File: config.mk
export PLATFORM = sky130hd
export DESIGN_NAME = upsample_2d_flat
export DESIGN_NICKNAME = d
export VERILOG_FILES = /design/src/rtl/upsample_2d_pkg.sv /design/src/rtl/upsample_2d_if.sv /design/src/rtl/upsample_2d_line_buffer.sv /design/src/rtl/upsample_2d.sv /design/src/flat_wrapper.sv
export SDC_FILE = /design/constraint.sdc
export NUM_CORES = 1
export LEC_CHECK = 0
export CAP_MARGIN = 10
export CELL_PAD_IN_SITES_DETAIL_PLACEMENT = 1
export CELL_PAD_IN_SITES_GLOBAL_PLACEMENT = 2
export CORE_MARGIN = 1.5
export CORE_UTILIZATION = 44
export CTS_BUF_LIST = sky130_fd_sc_hd__clkbuf_4 sky130_fd_sc_hd__clkbuf_8
export CTS_CLUSTER_DIAMETER = 60
export DETAILED_ROUTE_END_ITERATION = 6
export GPL_TIMING_DRIVEN = 0
export PLACE_DENSITY = 0.8
export REMOVE_ABC_BUFFERS = 1
export SETUP_SLACK_MARGIN = 0.2
export SYNTH_ARGS = -nofsm -noshare
export SYNTH_HDL_FRONTEND = slang
export SYNTH_SLANG_ARGS = --single-unit
File: constraint.sdc
create_clock -name clk -period 3.1 [get_ports clk]
set_input_delay 0.62 -clock clk [delete_from_list [all_inputs] [get_ports clk]]
set_output_delay 0.62 -clock clk [all_outputs]
set_load 0.02 [all_outputs]
File: src/rtl/upsample_2d_pkg.sv
// Shared types for the nearest-neighbour 2D upsampler.
// Also hosts the counter-width helper used by the top.
package upsample_pkg;

    typedef enum logic [1:0] {
        LIVE,
        PRIME,
        REPLAY
    } up_state_t;

    localparam int PIX_W = 8;

    function automatic int cnt_w(input int n);
        return (n > 1) ? $clog2(n) : 1;
    endfunction

endpackage

File: src/rtl/upsample_2d_if.sv
// Pixel stream bundle: upstream input side plus downstream output side.
// slave = upsampler view, master = source/sink view.
interface upsample_2d_if;
    import upsample_pkg::*;

    logic [PIX_W-1:0] in_data;
    logic             in_valid;
    logic             in_ready;
    logic [PIX_W-1:0] out_data;
    logic             out_valid;
    logic             out_ready;
    logic             out_last;

    modport master (
        output in_data, in_valid, out_ready,
        input  in_ready, out_data, out_valid, out_last
    );

    modport slave (
        input  in_data, in_valid, out_ready,
        output in_ready, out_data, out_valid, out_last
    );

endinterface

File: src/rtl/upsample_2d_line_buffer.sv
// Simple dual-port line store: one write port, one registered read port.
// Read data only changes when a read is issued.
module line_buffer_ram #(
    parameter int DEPTH = 120,
    parameter int AW    = 7
) (
    input  logic          clk,
    input  logic          we,
    input  logic [AW-1:0] waddr,
    input  logic [7:0]    wdata,
    input  logic          re,
    input  logic [AW-1:0] raddr,
    output logic [7:0]    rdata
);

    logic [7:0] mem [DEPTH];
    logic [7:0] rdata_q;

    always_ff @(posedge clk) begin
        if (we) begin
            mem[waddr] <= wdata;
        end
        if (re) begin
            rdata_q <= mem[raddr];
        end
    end

    assign rdata = rdata_q;

endmodule

File: src/rtl/upsample_2d.sv
// Nearest-neighbour 2D upsampler: first copy of a line passes straight
// through, the remaining vertical copies replay from the line buffer.
module upsample_2d
    import upsample_pkg::*;
#(
    parameter int UP_FACTOR = 2,
    parameter int IN_WIDTH  = 120,
    parameter int IN_HEIGHT = 240
) (
    input logic          clk,
    input logic          reset,
    upsample_2d_if.slave io
);

    localparam int XW = cnt_w(UP_FACTOR);
    localparam int CW = cnt_w(IN_WIDTH);
    localparam int RW = cnt_w(IN_HEIGHT);

    up_state_t state_q, state_d;
    logic [XW-1:0] xr_q, xr_d;
    logic [XW-1:0] yr_q, yr_d;
    logic [CW-1:0] col_q, col_d;
    logic [RW-1:0] row_q, row_d;

    logic          xr_last, col_last, yr_last, row_last;
    logic          xfer, we, re;
    logic [CW-1:0] raddr;
    logic [7:0]    rd_data;
    logic [7:0]    out_data;
    logic          out_valid, in_ready;

    assign xr_last  = (xr_q == XW'(UP_FACTOR - 1));
    assign yr_last  = (yr_q == XW'(UP_FACTOR - 1));
    assign col_last = (col_q == CW'(IN_WIDTH - 1));
    assign row_last = (row_q == RW'(IN_HEIGHT - 1));
    assign xfer     = out_valid && io.out_ready;

    always_comb begin
        state_d   = state_q;
        xr_d      = xr_q;
        yr_d      = yr_q;
        col_d     = col_q;
        row_d     = row_q;
        out_data  = io.in_data;
        out_valid = 1'b0;
        in_ready  = 1'b0;
        we        = 1'b0;
        re        = 1'b0;
        raddr     = '0;
        unique case (state_q)
            LIVE: begin
                out_valid = io.in_valid && !reset;
                in_ready  = io.out_ready && xr_last && !reset;
                if (xfer) begin
                    xr_d = xr_last ? '0 : xr_q + 1'b1;
                end
                // A pixel is consumed only on its final horizontal copy
                if (xfer && xr_last) begin
                    we    = 1'b1;
                    col_d = col_last ? '0 : col_q + 1'b1;
                    if (col_last) begin
                        if (UP_FACTOR > 1) begin
                            yr_d    = XW'(1);
                            state_d = PRIME;
                        end else begin
                            row_d = row_last ? '0 : row_q + 1'b1;
                        end
                    end
                end
            end
            PRIME: begin
                re      = 1'b1;
                state_d = REPLAY;
            end
            REPLAY: begin
                out_valid = !reset;
                out_data  = rd_data;
                if (xfer) begin
                    xr_d = xr_last ? '0 : xr_q + 1'b1;
                end
                // Prefetch the next pixel so replay runs without bubbles
                if (xfer && xr_last) begin
                    if (!col_last) begin
                        re    = 1'b1;
                        raddr = col_q + 1'b1;
                        col_d = col_q + 1'b1;
                    end else begin
                        col_d = '0;
                        if (yr_last) begin
                            yr_d    = '0;
                            row_d   = row_last ? '0 : row_q + 1'b1;
                            state_d = LIVE;
                        end else begin
                            yr_d    = yr_q + 1'b1;
                            state_d = PRIME;
                        end
                    end
                end
            end
            default: state_d = LIVE;
        endcase
    end

    always_ff @(posedge clk) begin
        if (reset) begin
            state_q <= LIVE;
            xr_q    <= '0;
            yr_q    <= '0;
            col_q   <= '0;
            row_q   <= '0;
        end else begin
            state_q <= state_d;
            xr_q    <= xr_d;
            yr_q    <= yr_d;
            col_q   <= col_d;
            row_q   <= row_d;
        end
    end

    line_buffer_ram #(
        .DEPTH (IN_WIDTH),
        .AW    (CW)
    ) u_lbuf (
        .clk   (clk),
        .we    (we),
        .waddr (col_q),
        .wdata (io.in_data),
        .re    (re),
        .raddr (raddr),
        .rdata (rd_data)
    );

    assign io.out_data  = out_data;
    assign io.out_valid = out_valid;
    assign io.in_ready  = in_ready;
    assign io.out_last  = out_valid && row_last && yr_last
                          && col_last && xr_last;

endmodule

File: src/flat_wrapper.sv
// flat-port wrapper written by rule: the top's interface ports become plain ports
module upsample_2d_flat import upsample_pkg::*;
#(
    parameter int UP_FACTOR = 2,
    parameter int IN_WIDTH  = 120,
    parameter int IN_HEIGHT = 240
)
  (clk, reset, io_in_data, io_in_valid, io_out_ready, io_in_ready, io_out_data, io_out_valid, io_out_last);
  upsample_2d_if io_i ();
  input logic clk;
  input logic reset;
  input wire logic [$bits(io_i.in_data)-1:0] io_in_data;
  input wire logic [$bits(io_i.in_valid)-1:0] io_in_valid;
  input wire logic [$bits(io_i.out_ready)-1:0] io_out_ready;
  output wire logic [$bits(io_i.in_ready)-1:0] io_in_ready;
  output wire logic [$bits(io_i.out_data)-1:0] io_out_data;
  output wire logic [$bits(io_i.out_valid)-1:0] io_out_valid;
  output wire logic [$bits(io_i.out_last)-1:0] io_out_last;
  assign io_i.in_data = io_in_data;
  assign io_i.in_valid = io_in_valid;
  assign io_i.out_ready = io_out_ready;
  assign io_in_ready = io_i.in_ready;
  assign io_out_data = io_i.out_data;
  assign io_out_valid = io_i.out_valid;
  assign io_out_last = io_i.out_last;
  upsample_2d #(.UP_FACTOR(UP_FACTOR), .IN_WIDTH(IN_WIDTH), .IN_HEIGHT(IN_HEIGHT)) u_core (.clk(clk), .reset(reset), .io(io_i));
endmodule
# After elaboration in Yosys (flattened, before gate mapping)

Memory sizes are Yosys's and may differ from the RTL's. A register that Yosys moved wholly into a read port is not among the register bits.
Index checks and enable logic that the tools add are counted.

Multiplexer cells: 27
Reduce and logical (&&, ||, !) cells: 18
Add/subtract/negate cells: 4
Equal/unequal tests: 8

Operator list:

| operator            | count |
|---|---|
| $mux 7              | 3 |
| $mux 8              | 2 |
| $mux 1              | 14 |
| $logic_and 1x1->1   | 9 |
| $add 8x1->8 const B | 1 |
| $eq 8x8->1 const B  | 1 |
| $mux 2              | 4 |
| $ne 2x1->1 const B  | 4 |
| $reduce_and 4->1    | 2 |
| $add 7x1->7 const B | 1 |
| $eq 7x7->1 const B  | 1 |
| $pmux 1 s2          | 3 |
| $pmux 2 s3          | 1 |
| $reduce_and 5->1    | 1 |
| $reduce_and 2->1    | 2 |
| $add 1x1->1 const B | 2 |
| $eq 2x1->1 const B  | 1 |
| $eq 2x2->1 const B  | 1 |
| $logic_not 2->1     | 1 |
| $reduce_bool 2->1   | 1 |
| $reduce_or 2->1     | 1 |
| $logic_not 1->1     | 1 |

Register bits: 19
Memory bits (writable): 960
Memories: 1
Word-level logic and storage cells: 63
Output and inout bits: 11
Bits of input ports: 12

Memories:

| name              | depth | width | rd ports | clocked after Yosys merged registers in | write ports | RTL line                      | RTL |
|---|---|---|---|---|---|---|---|
| u_core.u_lbuf.mem | 120   | 8     | 1        | 1                                       | 1           | upsample_2d_line_buffer.sv:16 | `logic [7:0] mem [DEPTH];` |

# Depth between registers and ports, before layout

Depth in word-level cells: 9
Gate-level depth with buffers: 15
Gate-level depth less buffers: 10

# Hierarchy

A second synthesis with hierarchy kept.

Cell total of the unflattened synthesis: 1923
Area total of the unflattened synthesis: 39113.8 µm²

By module, submodules not included:

| module          | area each (µm²) | cells each | sequential area each (µm²) | instances |
|---|---|---|---|---|
| line_buffer_ram | 37825.0         | 1771       | 29067.9                    | 1 |
| upsample_2d     | 1288.7          | 152        | 380.4                      | 1 |

# Least setup slack after synthesis

No wires, ideal clock.

Path kind: input-to-reg
From: in reset
To: reg u_core.u_lbuf.rdata_q[5], in the netlist u_core.u_lbuf.rdata[5] (read register of u_core.u_lbuf.mem) (data pin)
Stages on the path: 9
Data arrival time: 2.737 ns
Slack: 0.097 ns
Path buffers: 1
Setup time: 0.265 ns
Required time: 2.835 ns
Cells stage by stage: buf_4 -> nand4b_4 -> a211oi_4 -> mux4_2 -> and2_1 -> a2111oi_0 -> a311oi_1 -> nor3_1 -> a221oi_2

Word-level cells in the longest chain between the ends: 7
Elaborated cells between the ends (all ways): 9
Classes of those cells: mux (5); reduce/logical (4)

Ends and longest elaborated chain:

| element                                     | RTL line                             | RTL |
|---|---|---|
| start, declared                             | flat_wrapper.sv:11                   | `input logic reset;` |
| $logic_not 1->1 (*)                         | upsample_2d.sv:52, upsample_2d.sv:76 |  |
| $logic_and 1x1->1                           | upsample_2d.sv:52                    | `out_valid = io.in_valid && !reset;` |
| $pmux 1 s2 (*)                              | upsample_2d.sv:50                    | `unique case (state_q)` |
| $logic_and 1x1->1 (*)                       | upsample_2d.sv:36                    | `assign xfer = out_valid && io.out_ready;` |
| $logic_and 1x1->1 (*)                       | upsample_2d.sv:82                    | `if (xfer && xr_last) begin` |
| $mux 1 / $mux 7 (equally long branches)     | upsample_2d.sv:82                    |  |
| $pmux 1 s2 / $mux 7 (equally long branches) | upsample_2d.sv:50                    |  |
| end, declared                               | upsample_2d_line_buffer.sv:17        | `logic [7:0] rdata_q;` |

Mark *: on every way between the ends. The rest lies on a longest branch, timed or not.
A chain may end at the register's enable or synchronous reset.

# Worst setup path in the final report

From: reg u_core.col_q[1]
To: reg u_core.u_lbuf.rdata_q[5], in the netlist u_core.u_lbuf.rdata[5] (read register of u_core.u_lbuf.mem) (data pin)

Word-level cells in the longest chain between the ends: 4
Elaborated cells between the ends (all ways): 8
Classes of those cells: add/sub (1); eq/ne (1); mux (6)

Ends and longest elaborated chain:

| element                                          | RTL line                             | RTL |
|---|---|---|
| start, declared                                  | upsample_2d.sv:22                    | `logic [CW-1:0] col_q, col_d;` |
| start signal, assigned                           | upsample_2d.sv:115                   | `col_q <= col_d;` |
| $add 7x1->7 / $eq 7x7->1 (equally long branches) | upsample_2d.sv:85, upsample_2d.sv:34 |  |
| $mux 7 / $mux 1 (equally long branches)          | upsample_2d.sv:83                    | `if (!col_last) begin` |
| $mux 7 / $mux 1 (equally long branches)          | upsample_2d.sv:82                    |  |
| $mux 7 / $pmux 1 s2 (equally long branches)      | upsample_2d.sv:50                    |  |

Parallel ways exist; a longest one is shown, timed or not.

==> results.md <==
* Post-synth EDFFs at a little under 1000
* Final hold violations at 0
* Power Dens Cells at 532.6 mW/mm^2
* Worst rel slew slack at 44.55%
* Critical path startpoint: u_core.col_q[1]
* Final Cycle Share at 117.6%
* Post-route core utilization at 55.76%
* #FFs+latches synth at between 900 and 1000
* Worst EP required at 3.67 ns
* Number of H-tree levels at 4
* Drt pass-1 iters at 5
* Max-Cap Viols at 0
* DR WL/cell at between 30 and 40 um
* Final setup viols at 9
* Final WL at 148700 um
* Sequential area share after synthesis at between 70% and 80%
* I/O pins at 23
* Port bufs at 22
* Core area at approximately 0.090 mm^2
* Worst setup SP type: register
* Fin Clk Skew at 0.05639 ns
* Initial antenna violation count at 6
* Initial cell density of the core at 44.54%
* Status: finished with violations
* Maximum VDD drop at around 0.27 mV
* Setup CP Type: reg -> reg
* Final setup margin at -0.5449 ns
* WP data arrival at 4.21 ns
* Post-synth top area share at 72.29%
* RSZ-0062 raised after global routing: true
* Vias post-DR at 27613
* Min Tclk post-route at 3.645 ns
* Yosys Warn Count at 0
* Synth area leader: edfxtp_1
* Hold wc startpoint: io_in_data[5]
* Worst Tran Pin Value at approximately 0.8 ns
* Slew Viols, Final at 0
* CTS clk-pin slew, worst paths at 0.08 ns
* Avg Cell Area, Syn at about 15 um^2
* First-pass GRT wire length at 198500 um
* CTS sink count at between 900 and 1000
* Clock tree buffer depth at 3
* DR DRC count at 0
* Crit Path Max Fanout at 7
* Initial drt markers at 3840
* Flop2flop setup slack at -0.54 ns
* Placer Congestion at 0.8071
* Total CTS buffers at 160
* Die height at 305.3 um
* All-layer global routing usage at between 20% and 30%
* Clock Root Buffer: clkbuf_8
* HPWL Detailed at around 75000 um
* Layout cells sized above 1 at 34.12%
* Final ANT Viol Nets at 0
* CTS tree: done
* Crit path capture type: register
* Reg-to-reg startpoint: u_core.col_q[1]
* WHS at 0.1973 ns
* Die area at 0.09321 mm^2
* Row count at 110
* Failing checks: setup timing
* Worst Hold Class: in -> reg
* Vias per cell at about 6.6
* Area Growth Syn to Fin at 25.19%
* Post-synth cell types at 85
* Cell count after synthesis at 2600
* Synthesized area at 0.04021 mm^2
* Static Leak at 16.40 nW
* Largest net degree at the start of global routing at 100
* Max Clock Freq at around 270 MHz
* Top post-synthesis cells by area: edfxtp_1 72%, mux4_2 4.5%, nand2_1 3.2%, nor2_1 1.9%, mux2_2 1.7%
* Ys flop type: edfxtp_1
* # nets final at 2920
* Layout fillers at 8300
* Clk_lat worst skew at approximately 0.9 ns
* Vias in the first global route at 27668
* Total grt overflow at 0
* Asr flop ratio synth at 0%
* Die W at 305.3 um
* Commonest non-fill, non-tap cell in the layout: edfxtp_1
* Most frequent cells in the layout: 968 x edfxtp_1, 323 x nand2_1, 163 x buf_4, 161 x clkbuf_8, 87 x nand3_1
cells by family after synthesis:
logic type | after synthesis | synth area share, %
buffers and inverters | 175 | 2.327
AOI/OAI and AO/OA | 422 | 7.465
adders and majority gates | 7 | 0.2178
muxes | 197 | 7.583
and+or+nand+nor | 799 | 8.852
DFF | 987 | 73.23
xor gates and xnor gates | 13 | 0.3205
sequential cells by signal (all words and copies together), names as in the netlist:
name,count
u_core.col_q,7
u_core.row_q,8
u_core.state_q,2
u_core.u_lbuf.mem,960
u_core.u_lbuf.rdata,8
u_core.xr_last,1
u_core.yr_last,1
cells in the mapped netlist (5+ instances only):
cell type,number
a31oi_1,36
nand4_1,8
a211oi_1,47
buf_6,11
a21oi_1,86
mux2_2,60
a22oi_1,5
nor2_1,205
o22ai_1,41
xnor2_1,7
clkbuf_1,42
a2111oi_0,7
dfxtp_1,19
or3_1,16
nor4_1,10
and3_1,45
mux2i_1,56
nor3_1,20
o221ai_1,37
nand2b_1,16
buf_4,23
buf_2,88
o32ai_1,5
o311ai_0,6
a211o_1,6
o21ai_0,45
nand3_1,95
a32oi_1,6
mux4_2,80
nand2_1,340
o31ai_1,5
edfxtp_1,968
buf_1,6
and2_1,5
a221oi_1,20
ha_1,7
o211ai_1,5
a311oi_1,16
nor2b_1,24
power breakdown:
group	switching, mW	internal (mW)	total (mW)
Combinational	0.441	0.193	0.634
Clock	5.62	5.92	11.5
Sequential	0.00480	14.6	14.6
Total	6.07	20.7	26.8
timing repair:
action                     in CTS  in global routing
resized for setup             379                202
buffers inserted              124                 68
pin swaps                      70                 66
hold buffers                    0                  0
setup endpoints to repair    1002                834
gates cloned                   18                 12
critical path, cell delays in order, from the launching register on:
cell and delay (ns):
dfxtp_4 0.37, ha_4 0.26, buf_16 0.15, buf_6 0.16, nor2_1 0.31, o211ai_1 0.25, buf_4 0.23, buf_6 0.17
o22a_1 0.24, a211oi_2 0.59, o41ai_4 0.16, nor2_1 0.27, a221oi_2 0.16
per-layer routing:
layer | vias to the layer above | part of all wire (%) | wire [um] | track usage [%]
li1 | 10841 | - | - | -
met1 | 14164 | 36 | 53930 | 37.85
met2 | 2030 | 46 | 68740 | 46.65
met3 | 570 | 10 | 15510 | 6.801
met4 | 8 | 7.0 | 10400 | 16.87
met5 | - | 0.061 | 90 | 0.1034
final timing paths:
check / cells after the start / end
max: 12 / u_core.u_lbuf.rdata[5]
min: 1 / u_core.u_lbuf.mem[112][5]
max reg2reg: 12 / u_core.u_lbuf.rdata[5]
min reg2reg: 2 / u_core.row_q[6]
per-stage QoR:
step | instances | cell area (um^2) | power [mW] | TNS, ns | setup slack [ns]
after floorplan | 2430 | 39290 | 15.11 | -4589.74 | -9.407
after global placement | 3628 | 40990 | 15.48 | - | -21.64
after detailed placement | 3693 | 42420 | 15.44 | -1801.93 | -3.571
after CTS | 4118 | 48640 | 26.58 | -12.89 | -0.1823
after global routing | 4199 | 50340 | 27.35 | -3.191 | -0.4730
final | 4199 | 50340 | 26.81 | -3.169 | -0.5449
layout make-up:
type | count | area (um^2) | area share, %
Sequential cell | 987 | 29480 | 58.55
Multi-Input combinational cell | 1443 | 12060 | 23.95
Timing Repair Buffer | 304 | 4165 | 8.274
Clock buffer | 219 | 2651 | 5.267
Tap cell | 1176 | 1471 | 2.923
Clock inverter | 64 | 455.4 | 0.9047
Inverter | 5 | 60.06 | 0.1193
Antenna cell | 1 | 2.502 | 0.004971
No activity file was read; power rests on OpenSTA's default activity.
